$ cat config.mk
export PLATFORM = sky130hd
export DESIGN_NAME = hwpe_ctrl_arbiter
export DESIGN_NICKNAME = d
export VERILOG_FILES = /design/src/rtl/hwpe_ctrl_arbiter.sv
export SDC_FILE = /design/constraint.sdc
export NUM_CORES = 1
export LEC_CHECK = 0
export BUFFER_PORTS_ARGS = -buffer_cell sky130_fd_sc_hd__buf_2
export CORE_AREA = 2 2 306 308
export DETAILED_ROUTE_END_ITERATION = 16
export DIE_AREA = 0 0 308 310
export PLACE_DENSITY_LB_ADDON = 0.1
export SETUP_SLACK_MARGIN = 0.02
export SYNTH_ARGS = -nofsm -noshare
export SYNTH_HDL_FRONTEND = slang
export SYNTH_SLANG_ARGS = --single-unit
$ cat constraint.sdc
create_clock -name clk_i -period 6.82 [get_ports clk_i]
set_clock_uncertainty 0.15 [all_clocks]
set_input_delay 1.364 -clock clk_i [delete_from_list [all_inputs] [get_ports clk_i]]
set_output_delay 1.364 -clock clk_i [all_outputs]
set_load 0.01 [all_outputs]
$ cat src/rtl/hwpe_ctrl_arbiter.sv
// Round-robin arbiter sharing one HWPE control port among NumReq requesters.
// One transaction is in flight at a time; a watchdog turns a hung access into an error response.
module hwpe_ctrl_arbiter #(
  parameter int unsigned  NumReq        = 9,
  parameter int unsigned  AddrWidth     = 32,
  parameter int unsigned  DataWidth     = 32,
  parameter int unsigned  TimeoutCycles = 1024,
  localparam int unsigned StrbWidth     = DataWidth / 8,
  localparam int unsigned IdxWidth      = $clog2(NumReq),
  localparam int unsigned CntWidth      = $clog2(TimeoutCycles + 1)
) (
  input  logic                             clk_i,
  input  logic                             rst_i,
  input  logic [NumReq-1:0]                req_valid_i,
  output logic [NumReq-1:0]                req_ready_o,
  input  logic [NumReq-1:0][AddrWidth-1:0] req_addr_i,
  input  logic [NumReq-1:0]                req_write_i,
  input  logic [NumReq-1:0][DataWidth-1:0] req_wdata_i,
  input  logic [NumReq-1:0][StrbWidth-1:0] req_strb_i,
  output logic [NumReq-1:0]                rsp_valid_o,
  output logic [DataWidth-1:0]             rsp_rdata_o,
  output logic                             rsp_err_o,
  output logic                             mst_valid_o,
  input  logic                             mst_ready_i,
  output logic [AddrWidth-1:0]             mst_addr_o,
  output logic                             mst_write_o,
  output logic [DataWidth-1:0]             mst_wdata_o,
  output logic [StrbWidth-1:0]             mst_strb_o,
  input  logic                             mst_rsp_valid_i,
  input  logic [DataWidth-1:0]             mst_rdata_i,
  input  logic                             mst_err_i,
  output logic                             busy_o,
  output logic                             timeout_o,
  output logic                             stray_o
);

  localparam logic [1:0] ST_IDLE = 2'd0;
  localparam logic [1:0] ST_REQ  = 2'd1;
  localparam logic [1:0] ST_WAIT = 2'd2;
  localparam logic [1:0] ST_RESP = 2'd3;

  logic [1:0]           state_r;
  logic [IdxWidth-1:0]  ptr_r;
  logic [IdxWidth-1:0]  idx_r;
  logic [CntWidth-1:0]  cnt_r;
  logic [AddrWidth-1:0] addr_r;
  logic                 write_r;
  logic [DataWidth-1:0] wdata_r;
  logic [StrbWidth-1:0] strb_r;
  logic [DataWidth-1:0] rdata_r;
  logic                 err_r;
  logic                 timeout_r;
  logic                 stray_r;

  logic                 found_s;
  logic [IdxWidth-1:0]  winner_s;
  logic [IdxWidth-1:0]  cand_s;
  logic                 grant_s;
  logic                 expire_s;

  // base < NumReq and off <= NumReq, so one conditional subtraction wraps the sum.
  function automatic logic [IdxWidth-1:0] wrap_idx(input logic [IdxWidth-1:0] base,
                                                   input int unsigned off);
    int unsigned sum;
    sum = 32'(base) + off;
    if (sum >= NumReq) begin
      sum = sum - NumReq;
    end else begin
      sum = sum;
    end
    return sum[IdxWidth-1:0];
  endfunction

  // Round-robin scan starting just after the last winner.
  always_comb begin
    found_s  = 1'b0;
    winner_s = '0;
    cand_s   = '0;
    for (int unsigned off = 1; off <= NumReq; off++) begin
      cand_s = wrap_idx(ptr_r, off);
      if (!found_s && req_valid_i[cand_s]) begin
        found_s  = 1'b1;
        winner_s = cand_s;
      end else begin
        found_s  = found_s;
      end
    end
  end

  assign grant_s  = (state_r == ST_IDLE) && found_s;
  assign expire_s = ((state_r == ST_REQ) || (state_r == ST_WAIT)) &&
                    (cnt_r == CntWidth'(TimeoutCycles - 1));

  // Requester-side handshake and response decode.
  always_comb begin
    req_ready_o = '0;
    rsp_valid_o = '0;
    rsp_rdata_o = '0;
    rsp_err_o   = 1'b0;
    if (grant_s) begin
      req_ready_o[winner_s] = 1'b1;
    end else begin
      req_ready_o = '0;
    end
    if (state_r == ST_RESP) begin
      rsp_valid_o[idx_r] = 1'b1;
      rsp_rdata_o        = rdata_r;
      rsp_err_o          = err_r;
    end else begin
      rsp_valid_o = '0;
    end
  end

  assign mst_valid_o = (state_r == ST_REQ);
  assign mst_addr_o  = addr_r;
  assign mst_write_o = write_r;
  assign mst_wdata_o = wdata_r;
  assign mst_strb_o  = strb_r;
  assign busy_o      = (state_r != ST_IDLE);
  assign timeout_o   = timeout_r;
  assign stray_o     = stray_r;

  // Transaction FSM, watchdog and captured request/response fields.
  always_ff @(posedge clk_i) begin
    if (rst_i) begin
      state_r   <= ST_IDLE;
      ptr_r     <= IdxWidth'(NumReq - 1);
      idx_r     <= '0;
      cnt_r     <= '0;
      addr_r    <= '0;
      write_r   <= 1'b0;
      wdata_r   <= '0;
      strb_r    <= '0;
      rdata_r   <= '0;
      err_r     <= 1'b0;
      timeout_r <= 1'b0;
      stray_r   <= 1'b0;
    end else begin
      timeout_r <= 1'b0;
      stray_r   <= 1'b0;
      case (state_r)
        ST_IDLE: begin
          stray_r <= mst_rsp_valid_i;
          if (grant_s) begin
            ptr_r   <= winner_s;
            idx_r   <= winner_s;
            addr_r  <= req_addr_i[winner_s];
            write_r <= req_write_i[winner_s];
            wdata_r <= req_wdata_i[winner_s];
            strb_r  <= req_strb_i[winner_s];
            cnt_r   <= '0;
            state_r <= ST_REQ;
          end else begin
            state_r <= ST_IDLE;
          end
        end
        ST_REQ: begin
          // A response before the HWPE has accepted the request cannot be ours.
          stray_r <= mst_rsp_valid_i;
          cnt_r   <= cnt_r + CntWidth'(1);
          if (expire_s) begin
            timeout_r <= 1'b1;
            rdata_r   <= '0;
            err_r     <= 1'b1;
            state_r   <= ST_RESP;
          end else if (mst_ready_i) begin
            state_r <= ST_WAIT;
          end else begin
            state_r <= ST_REQ;
          end
        end
        ST_WAIT: begin
          cnt_r <= cnt_r + CntWidth'(1);
          if (mst_rsp_valid_i) begin
            rdata_r <= mst_rdata_i;
            err_r   <= mst_err_i;
            state_r <= ST_RESP;
          end else if (expire_s) begin
            timeout_r <= 1'b1;
            rdata_r   <= '0;
            err_r     <= 1'b1;
            state_r   <= ST_RESP;
          end else begin
            state_r <= ST_WAIT;
          end
        end
        ST_RESP: begin
          stray_r <= mst_rsp_valid_i;
          state_r <= ST_IDLE;
        end
        default: begin
          state_r <= ST_IDLE;
        end
      endcase
    end
  end

endmodule

==> results.toml, run 1 <==
[clock_network]
cts_buffer_depth = 2
clk_latency_ns = 0.47
htreeDepth = 4
path_clk_slew_ns = 0.06
numCtsBuffers = 17
cts_root_buf = "clkbuf_16"
cts_tree = "built"
clock_sinks = 122
postCtsHoldBufs = 0

[power]
power_frac_clock_pct = 6.6
ir_worst_vdd_mv = 0.924
power_density_nw_per_um2 = 760
swShare_pct = 54.9
power_switching_mw = 8.42
pwr-share-comb_pct = 86.7
power_frac_seq_pct = 6.7
internal_power_mw = 6.92
leakagePower_nw = 8.90

[run]
maxCapViolations = 0

[critical_path]
start_kind = "flop"
r2r_end = "mst_wdata_o[8]"
reg2reg_slack_ns = 0.99
critPathLaunch = "ptr_r[2]"
critPathKind = "reg -> out"
timing.rr.start = "ptr_r[0]"
critPathMaxFanout = 9
crit_arrival_ns = 5.05
end_kind = "primary output"
worstPathRequired_ns = 5.31
r2r_cells = 19

[global_route]
antenna_found_initial = 57
grt_max_degree = 99
grt_pass1_vias = 17200
grt_overflow = 0
grt_pass1_wl_mm = 131
grt_usage_pct = 19.5

[min_path]
hp-start = "err_r"
holdPathStages = 2
hp-class = "reg -> reg"
hold_end = "err_r"

[floorplanning]
core_area_um2 = 92500
rows = 112
io_pins = 791
start_util_pct = 15.1
die_h_um = 310
dieArea_um2 = 95500
die_x_um = 308

[synth]
netlist_area_um2 = 14000
ys_ff_latch = 122
synthDistinctLibCells = 111
syn_inst = 1704
synth_enable_flop_cells = 0
syn_avg_cell_area_um2 = 8.22
ys.flop_type = "dfxtp_1"
yosysSeqAreaShare_pct = 17.4
syn_nets = 2396
async_flop_share_pct = 0
synth_warnings = 0

[cells_and_area]
fill_cells = 10500
fin_area_um2 = 20200
nNetsFinal = 3125
utilization_pct = 21.8
drive_above_1_share_pct = 43.6
fin_cells = 3661
multiInputGateArea_um2 = 10800
regArea_um2 = 2450
syn2layout_area_growth_pct = 44.1

[placed_design]
placed_cell_area_um2 = 19300
io_buffers = 790
post-place-ws_ns = 0.177
dp_hpwl_mm = 81.0
routabilityCongestion = 0.993
dp_cells = 3603

[sta]
fin_crit_sh_pct = 96.3
rsz0062_at_grt = "yes"
setup_ws_ns = 0.252
relSlewSlack_pct = 21.4
clock.fmax_mhz = 152
setup_viol = 0
worst_pin_slew_ns = 1.18
tns_ns = 0
min_period_ns = 6.57
finalHoldViolCount = 0
report.final.slew_viol_count = 0

[drt]
wirelength_mm = 98.3
dr_total_vias = 17200
post_drt_wl_per_cell_um = 26.9
avgViaCountPerCell = 4.69
first_pass_iters = 6
drtAntennaViolNets = 0
drc = 0
drt_iter0_markers = 1251

[outcome]
status = "completed"
==> how the worst max path moves through the flow <==
| stage | endpoint | slack [ns] |
|---|---|---|
| floorplan | req_ready_o[1] | 0.29 |
| global placement | req_ready_o[3] | 0.21 |
| detailed placement | req_ready_o[3] | 0.18 |
| CTS | req_ready_o[3] | 0.05 |
| global route | req_ready_o[3] | -0.005 |
| finish | req_ready_o[3] | 0.25 |
==> power by group through the flow <==
stage | clock, mW | combinational (mW) | sequential, mW
final | 1.01 | 13.3 | 1.03
after global routing | 1.08 | 14.2 | 1.04
after CTS | 1.06 | 13.3 | 1.02
after detailed placement | 0 | 13.2 | 1.03
after global placement | 0 | 13.1 | 1.03
after floorplan | 0 | 9.44 | 1.08
==> worst max-delay path, stage by stage (launching register included) <==
cell       delay, ns
dfxtp_4         0.43
ha_2            0.30
buf_4           0.23
nand3b_1        0.21
and2_1          0.26
a221oi_1        0.34
a221oi_1        0.12
a32oi_2         0.33
nand2_1         0.19
nor4_1          0.44
buf_4           0.22
nor3b_1         0.21
a2bb2oi_1       0.47
o21ai_4         0.23
or2_2           0.35
nor2_1          0.11
buf_2           0.15
==> synthesized netlist by cell type, types with 21 or more instances <==
master | instances | area (um2)
buf_6 | 25 | 282
nand2b_1 | 22 | 138
inv_1 | 22 | 82.6
o21ai_0 | 38 | 190
nand2_1 | 73 | 274
o31a_1 | 21 | 184
a21boi_0 | 54 | 405
o22ai_1 | 24 | 150
a22oi_1 | 87 | 653
buf_2 | 31 | 155
ha_1 | 25 | 313
nor3_1 | 21 | 105
mux2i_1 | 250 | 2500
a211o_1 | 57 | 499
a211oi_1 | 62 | 465
nor2_1 | 152 | 571
o211ai_1 | 71 | 533
mux2_2 | 53 | 597
dfxtp_1 | 122 | 2440
clkbuf_1 | 87 | 327
a21oi_1 | 53 | 265
and2_1 | 51 | 319
==> per-layer routing <==
layer | part of all wire, % | routed length (um) | vias to the layer above | track usage [%]
met5 | 0.23 | 230 | - | 0
met4 | 3.2 | 3170 | 38 | 7.56
met3 | 7.0 | 6840 | 150 | 5.06
met2 | 49 | 47900 | 682 | 32.5
met1 | 41 | 40200 | 8329 | 23.9
li1 | - | - | 7986 | -
==> flip-flops by register name, indices dropped and copies added (netlist names), 4 cells and up, named ones only <==
register     flops
mst_addr_o      32
rdata_r         32
cnt_r           11
mst_wdata_o     32
ptr_r            4
mst_strb_o       4
==> metrics by stage <==
step | hold slack [ns] | power, mW
final | 0.317 | 15.3
after global routing | 0.352 | 16.4
after CTS | 0.326 | 15.3
after detailed placement | 0.312 | 14.2
after global placement | 0.304 | 14.2
after floorplan | 0.292 | 10.5
==> final cells by class <==
class / count / area share, %
Antenna cell: 18 / 0.223
Clock buffer: 17 / 2.11
Clock inverter: 15 / 0.936
Inverter: 25 / 0.484
Multi-Input combinational cell: 1391 / 53.4
Sequential cell: 122 / 12.1
Tap cell: 1197 / 7.42
Timing Repair Buffer: 876 / 23.3
==> cells in the final DEF, fill, tap and decap left out, types with 53 or more instances in the layout <==
master      n
mux2i_1   249
buf_2     790
a211oi_1   59
a211o_1    57
dfxtp_1   119
nor2_1    151
o211ai_1   71
buf_4      77
mux2_2     53
a21boi_0   54
nand2_1    73
a22oi_1    87
==> kinds of logic (layout without fill, tap and decap cells) <==
family / Yosys count / count (layout) / synth area share, %
flops: 122 / 122 / 17.4
fa+ha+maj: 25 / 25 / 2.23
mux: 311 / 311 / 22.9
compound gates: 593 / 593 / 32.3
other cells: 0 / 18 / 0
xor+xnor: 24 / 24 / 1.85
simple gates: 438 / 438 / 16.1
buf+inv: 191 / 933 / 7.12
==> what timing repair did <==
item	in CTS	in global routing
gates resized for setup	9	27
pin swaps	0	4
endpoints found under the setup margin	9	8
setup buffers	0	8
gates cloned	0	0
No activity file was read; power rests on OpenSTA's default activity.
==> inputs of run 2 (changes only) <==
- ABC_CLOCK_PERIOD_IN_PS: unset -> 6820
- CELL_PAD_IN_SITES_DETAIL_PLACEMENT: unset -> 0
- CELL_PAD_IN_SITES_GLOBAL_PLACEMENT: unset -> 1
- CORE_AREA: 2 2 306 308 -> 2 2 311 313
- DIE_AREA: 0 0 308 310 -> 0 0 313 315
==> run 2 against run 1 <==
  * Routed wire length rose by 2.7%
  * Die area rose by 3.3%
  * Critical path depth rose by 1
  * Combinational power barely moved
  * Final cell count rose by 1.9%
  * Hold slack improved by 0.0085 ns
  * Critical path type unchanged
  * Clock power barely moved
  * Cell area rose by 0.17%
  * Global-route usage rose by 0.072 points
  * Sequential share of layout area barely moved
  * Total power rose by 0.96%
==> results.toml, run 2 (synthesis gave the netlist of run 1 again) <==
[critical_path]
crit_arrival_ns = 5.05
cpMaxStageDelayCell = "or4_4"
critPathMaxStageDelay_ns = 0.62
end_kind = "primary output"
r2r_cells = 19
start_kind = "flop"
reg2reg_slack_ns = 1.02
path_cells = "buf_6 -> ha_1 -> buf_12 -> and2_1 -> o21ai_0 -> a21oi_1 -> o22ai_1 -> a32oi_2 -> nand2_2 -> or4_4 -> nor2b_4 -> a22o_1 -> a32o_2 -> or3b_2 -> or2_2 -> nor2_1 -> buf_2"
r2r_end = "mst_addr_o[13]"
timing.rr.start = "ptr_r[1]"
worstPathRequired_ns = 5.31
critPathKind = "reg -> out"
critPathMaxFanout = 25

[sta]
setup_viol = 0
report.final.slew_viol_count = 0
setup_ws_ns = 0.253
worst_pin_slew_ns = 1.24
min_period_ns = 6.57
clock.fmax_mhz = 152
tns_ns = 0
rsz0062_at_grt = "no"
fin_crit_sh_pct = 96.3
relSlewSlack_pct = 17.5
finalHoldViolCount = 0

[min_path]
holdPathStages = 2
hold_end = "err_r"
hp-start = "err_r"
hp-class = "reg -> reg"

[cells_and_area]
drive_above_1_share_pct = 43.6
fill_cells = 10800
fin_area_um2 = 20200
final_cell_mix = "buf_2, mux2i_1, nor2_1"
syn2layout_area_growth_pct = 44.3
utilization_pct = 21.1
nNetsFinal = 3118
layout_commonest_cell = "buf_2"

[drt]
wl_met1_mm = 41.9
drtAntennaViolNets = 0
dr_wl_met3_mm = 5.65
wl_met2_mm = 51.2
wirelength_mm = 101
first_pass_iters = 5
drc = 0
dr_total_vias = 17100
post_drt_wl_per_cell_um = 27.1
drt_iter0_markers = 1157
avgViaCountPerCell = 4.59
top_layer_used = "met5"

[global_route]
grt_pass1_vias = 17200
grt_overflow = 0
antenna_found_initial = 59
grt_max_degree = 110
grt_usage_pct = 19.6
grt_pass1_wl_mm = 137

[floorplanning]
start_util_pct = 14.6
dieArea_um2 = 98600
io_pins = 791
core_area_um2 = 95700
die_h_um = 315
die_x_um = 313
rows = 114

[outcome]
status = "completed"

[power]
ir_worst_vdd_mv = 1.29
power_density_nw_per_um2 = 766
p_total_mw = 15.5
leakagePower_nw = 8.86

[clock_network]
cts_root_buf = "clkbuf_16"
htreeDepth = 4
cts_buffer_depth = 2
clock_sinks = 122
clk_latency_ns = 0.48
path_clk_slew_ns = 0.06
cts_tree = "built"
numCtsBuffers = 17

[placed_design]
io_buffers = 790
post-place-ws_ns = 0.222
placed_cell_area_um2 = 19400
dp_hpwl_mm = 82.5
routabilityCongestion = 0.891

[run]
maxCapViolations = 0
## run 2: timing repair
action / CTS / global route
pin swaps: 0 / 4
endpoints found under the setup margin: 7 / 9
resized for setup: 3 / 38
hold buffers: 0 / 0
setup buffers: 0 / 2
## run 2: how the worst max path moves through the flow
stage | slack (ns) | startpoint | cells past startpoint | endpoint
global placement | 0.19 | req_valid_i[7] | 15 | req_ready_o[1]
floorplan | 0.29 | ptr_r[0] | 23 | req_ready_o[1]
detailed placement | 0.22 | req_valid_i[7] | 15 | req_ready_o[1]
finish | 0.25 | ptr_r[2] | 17 | req_ready_o[1]
CTS | 0.05 | ptr_r[2] | 17 | req_ready_o[1]
global route | 0.02 | ptr_r[3] | 17 | req_ready_o[1]
## run 2: final cells by class
type / count / area [um2] / share of cell area [%]
Clock inverter: 15 / 190 / 0.941
Multi-Input combinational cell: 1391 / 10800 / 53.4
Sequential cell: 122 / 2440 / 12.1
Tap cell: 1276 / 1600 / 7.90
Timing Repair Buffer: 869 / 4630 / 22.9
Inverter: 25 / 93.8 / 0.464
Clock buffer: 17 / 425 / 2.10
Antenna cell: 14 / 35.0 / 0.173
## run 2: metal layers
layer,track usage (%),vias up
li1,-,7970
met1,24.3,8375
met2,34.7,610
met3,4.01,129
met4,4.01,28
met5,0,-
## run 2: report_power, final
part           internal, mW  switching [mW]  total [mW]
combinational          5.30            8.15        13.4
sequential            0.920          0.0910        1.01
clock                 0.583           0.448        1.03
total                  6.80            8.69        15.5
## run 2: critical path, delay by kind of cell, from the launching register on
family,cells,cell delay (ns)
and+or+nand+nor,7,2.20
AOI/OAI and AO/OA,6,1.18
buffers and inverters,3,0.59
DFF,1,0.34
adders and majority gates,1,0.24
## run 2: per-stage QoR
stage	hold WS (ns)	std cells
after floorplan	0.292	1704
after global placement	0.306	3681
after detailed placement	0.313	3681
after CTS	0.325	3713
after global routing	0.367	3723
final	0.326	3729
==> inputs of run 3 (changes only) <==
- CELL_PAD_IN_SITES_DETAIL_PLACEMENT: 0 -> 2
- CELL_PAD_IN_SITES_GLOBAL_PLACEMENT: 1 -> 2
- CORE_AREA: 2 2 311 313 -> 2 2 309 311
- DIE_AREA: 0 0 313 315 -> 0 0 311 313
==> run 3 against run 2 <==
  * Sequential power about the same
  * Final cell count is 0.32% higher
  * Setup slack better by 0.019 ns
  * Sequential share of layout area decreased by 0.077 points
  * Maximum frequency increased by 0.29%
  * Critical endpoint is now req_ready_o[6]
  * Largest cell class unchanged
==> results.toml, run 3 (synthesis gave the netlist of run 1 again) <==
[sta]
min_period_ns = 6.55
fin_crit_sh_pct = 96.0
relSlewSlack_pct = 27.5
rsz0062_at_grt = "no"
finalHoldViolCount = 0
timing.hold.ws_ns = 0.320
report.final.slew_viol_count = 0
worst_pin_slew_ns = 1.09
setup_viol = 0
tns_ns = 0
clock.fmax_mhz = 153

[drt]
post_drt_wl_per_cell_um = 29.1
drc = 0
drt_iter0_markers = 933
avgViaCountPerCell = 4.66
dr_total_vias = 17400
wirelength_mm = 109
first_pass_iters = 5
drtAntennaViolNets = 0

[cells_and_area]
layout_commonest_cell = "buf_2"
fin_cells = 3741
fill_cells = 11100
final_cell_mix = "buf_2, mux2i_1, nor2_1"
utilization_pct = 21.6
syn2layout_area_growth_pct = 45.3
drive_above_1_share_pct = 43.8
nNetsFinal = 3146

[min_path]
hp-start = "err_r"
hp-class = "reg -> reg"

[global_route]
grt_usage_pct = 21.4
grt_pass1_vias = 18800
grt_overflow = 0
antenna_found_initial = 53
grt_pass1_wl_mm = 148
grt_max_degree = 116

[floorplanning]
start_util_pct = 14.9
rows = 113
die_h_um = 313
dieArea_um2 = 97300
core_area_um2 = 94200
io_pins = 791
die_x_um = 311

[critical_path]
critPathKind = "reg -> out"
start_kind = "flop"
cpMaxStageDelayCell = "or3_4"
end_kind = "primary output"
timing.rr.start = "ptr_r[2]"
cp_common_cell = "buf_4"
critPathMaxFanout = 24
path_cells = "inv_2 -> ha_1 -> buf_6 -> or3b_1 -> a21boi_0 -> a211o_1 -> o22ai_1 -> a32oi_2 -> nand2_1 -> buf_4 -> nor4_1 -> buf_4 -> a22oi_1 -> a22o_1 -> a32o_2 -> buf_4 -> or3_4 -> nor2_1 -> buf_2"
critPathLaunch = "ptr_r[0]"
crit_arrival_ns = 5.03
critPathMaxStageDelay_ns = 0.45
worstPathRequired_ns = 5.31

[power]
leakagePower_nw = 8.99
power_density_nw_per_um2 = 784
ir_worst_vdd_mv = 1.68

[outcome]
status = "completed"

[placed_design]
dp_hpwl_mm = 89.9
io_buffers = 790
routabilityCongestion = 0.889
dp_cells = 3691

[clock_network]
cts_root_buf = "clkbuf_16"
cts_tree = "built"
htreeDepth = 4
path_clk_slew_ns = 0.06
cts_buffer_depth = 2
clock_sinks = 122
numCtsBuffers = 17
clk_latency_ns = 0.48

[run]
maxCapViolations = 0
-- run 3: power by group --
| part | internal (mW) | switching [mW] |
|---|---|---|
| Clock | 0.524 | 0.470 |
| Combinational | 5.45 | 8.49 |
| Sequential | 0.920 | 0.0994 |
| Total | 6.90 | 9.06 |
-- run 3: path summary, 6_finish.rpt --
kind | end | slack [ns] | cells after the start
setup / recovery | req_ready_o[6] | 0.27 | 19
hold / removal | err_r | 0.32 | 2
setup reg to reg | mst_wdata_o[0] | 0.98 | 19
hold reg to reg | err_r | 0.32 | 2
-- run 3: critical path, delay by kind of cell (launching register included) --
kind,cells,cell delay (ns)
buffers and inverters,6,1.00
AOI/OAI and AO/OA,7,1.39
DFF,1,0.38
adders and majority gates,1,0.37
and+or+nand+nor,5,1.40
-- run 3: repair_timing --
action | CTS | global route
buffers inserted | 0 | 8
pin swaps | 1 | 3
gates resized for setup | 10 | 16
setup endpoints to repair | 6 | 8
hold buffers | 0 | 0
cloned | 0 | 1
-- run 3: final cells by class --
cell class | instances | area, um2 | share of cell area, %
Tap cell | 1265 | 1580 | 7.78
Multi-Input combinational cell | 1392 | 10800 | 52.9
Sequential cell | 122 | 2440 | 12.0
Clock inverter | 15 | 174 | 0.855
Clock buffer | 17 | 425 | 2.09
Inverter | 25 | 93.8 | 0.461
Timing Repair Buffer | 896 | 4830 | 23.8
Antenna cell | 9 | 22.5 | 0.111
-- run 3: per-stage QoR --
step	cell area, um2	power, mW	setup slack (ns)
after detailed placement	19500	15.0	0.269
after global placement	19500	14.8	0.212
final	20300	16.0	0.272
after floorplan	14000	10.5	0.287
after CTS	20200	16.1	0.0334
after global routing	20300	17.1	0.0163
-- run 3: metal layers --
metal	track usage, %	wire (um)	up-vias
met5	0	115	-
met4	3.62	1590	20
li1	-	-	8009
met2	39.2	55900	501
met3	3.02	4450	117
met1	26.7	46700	8780
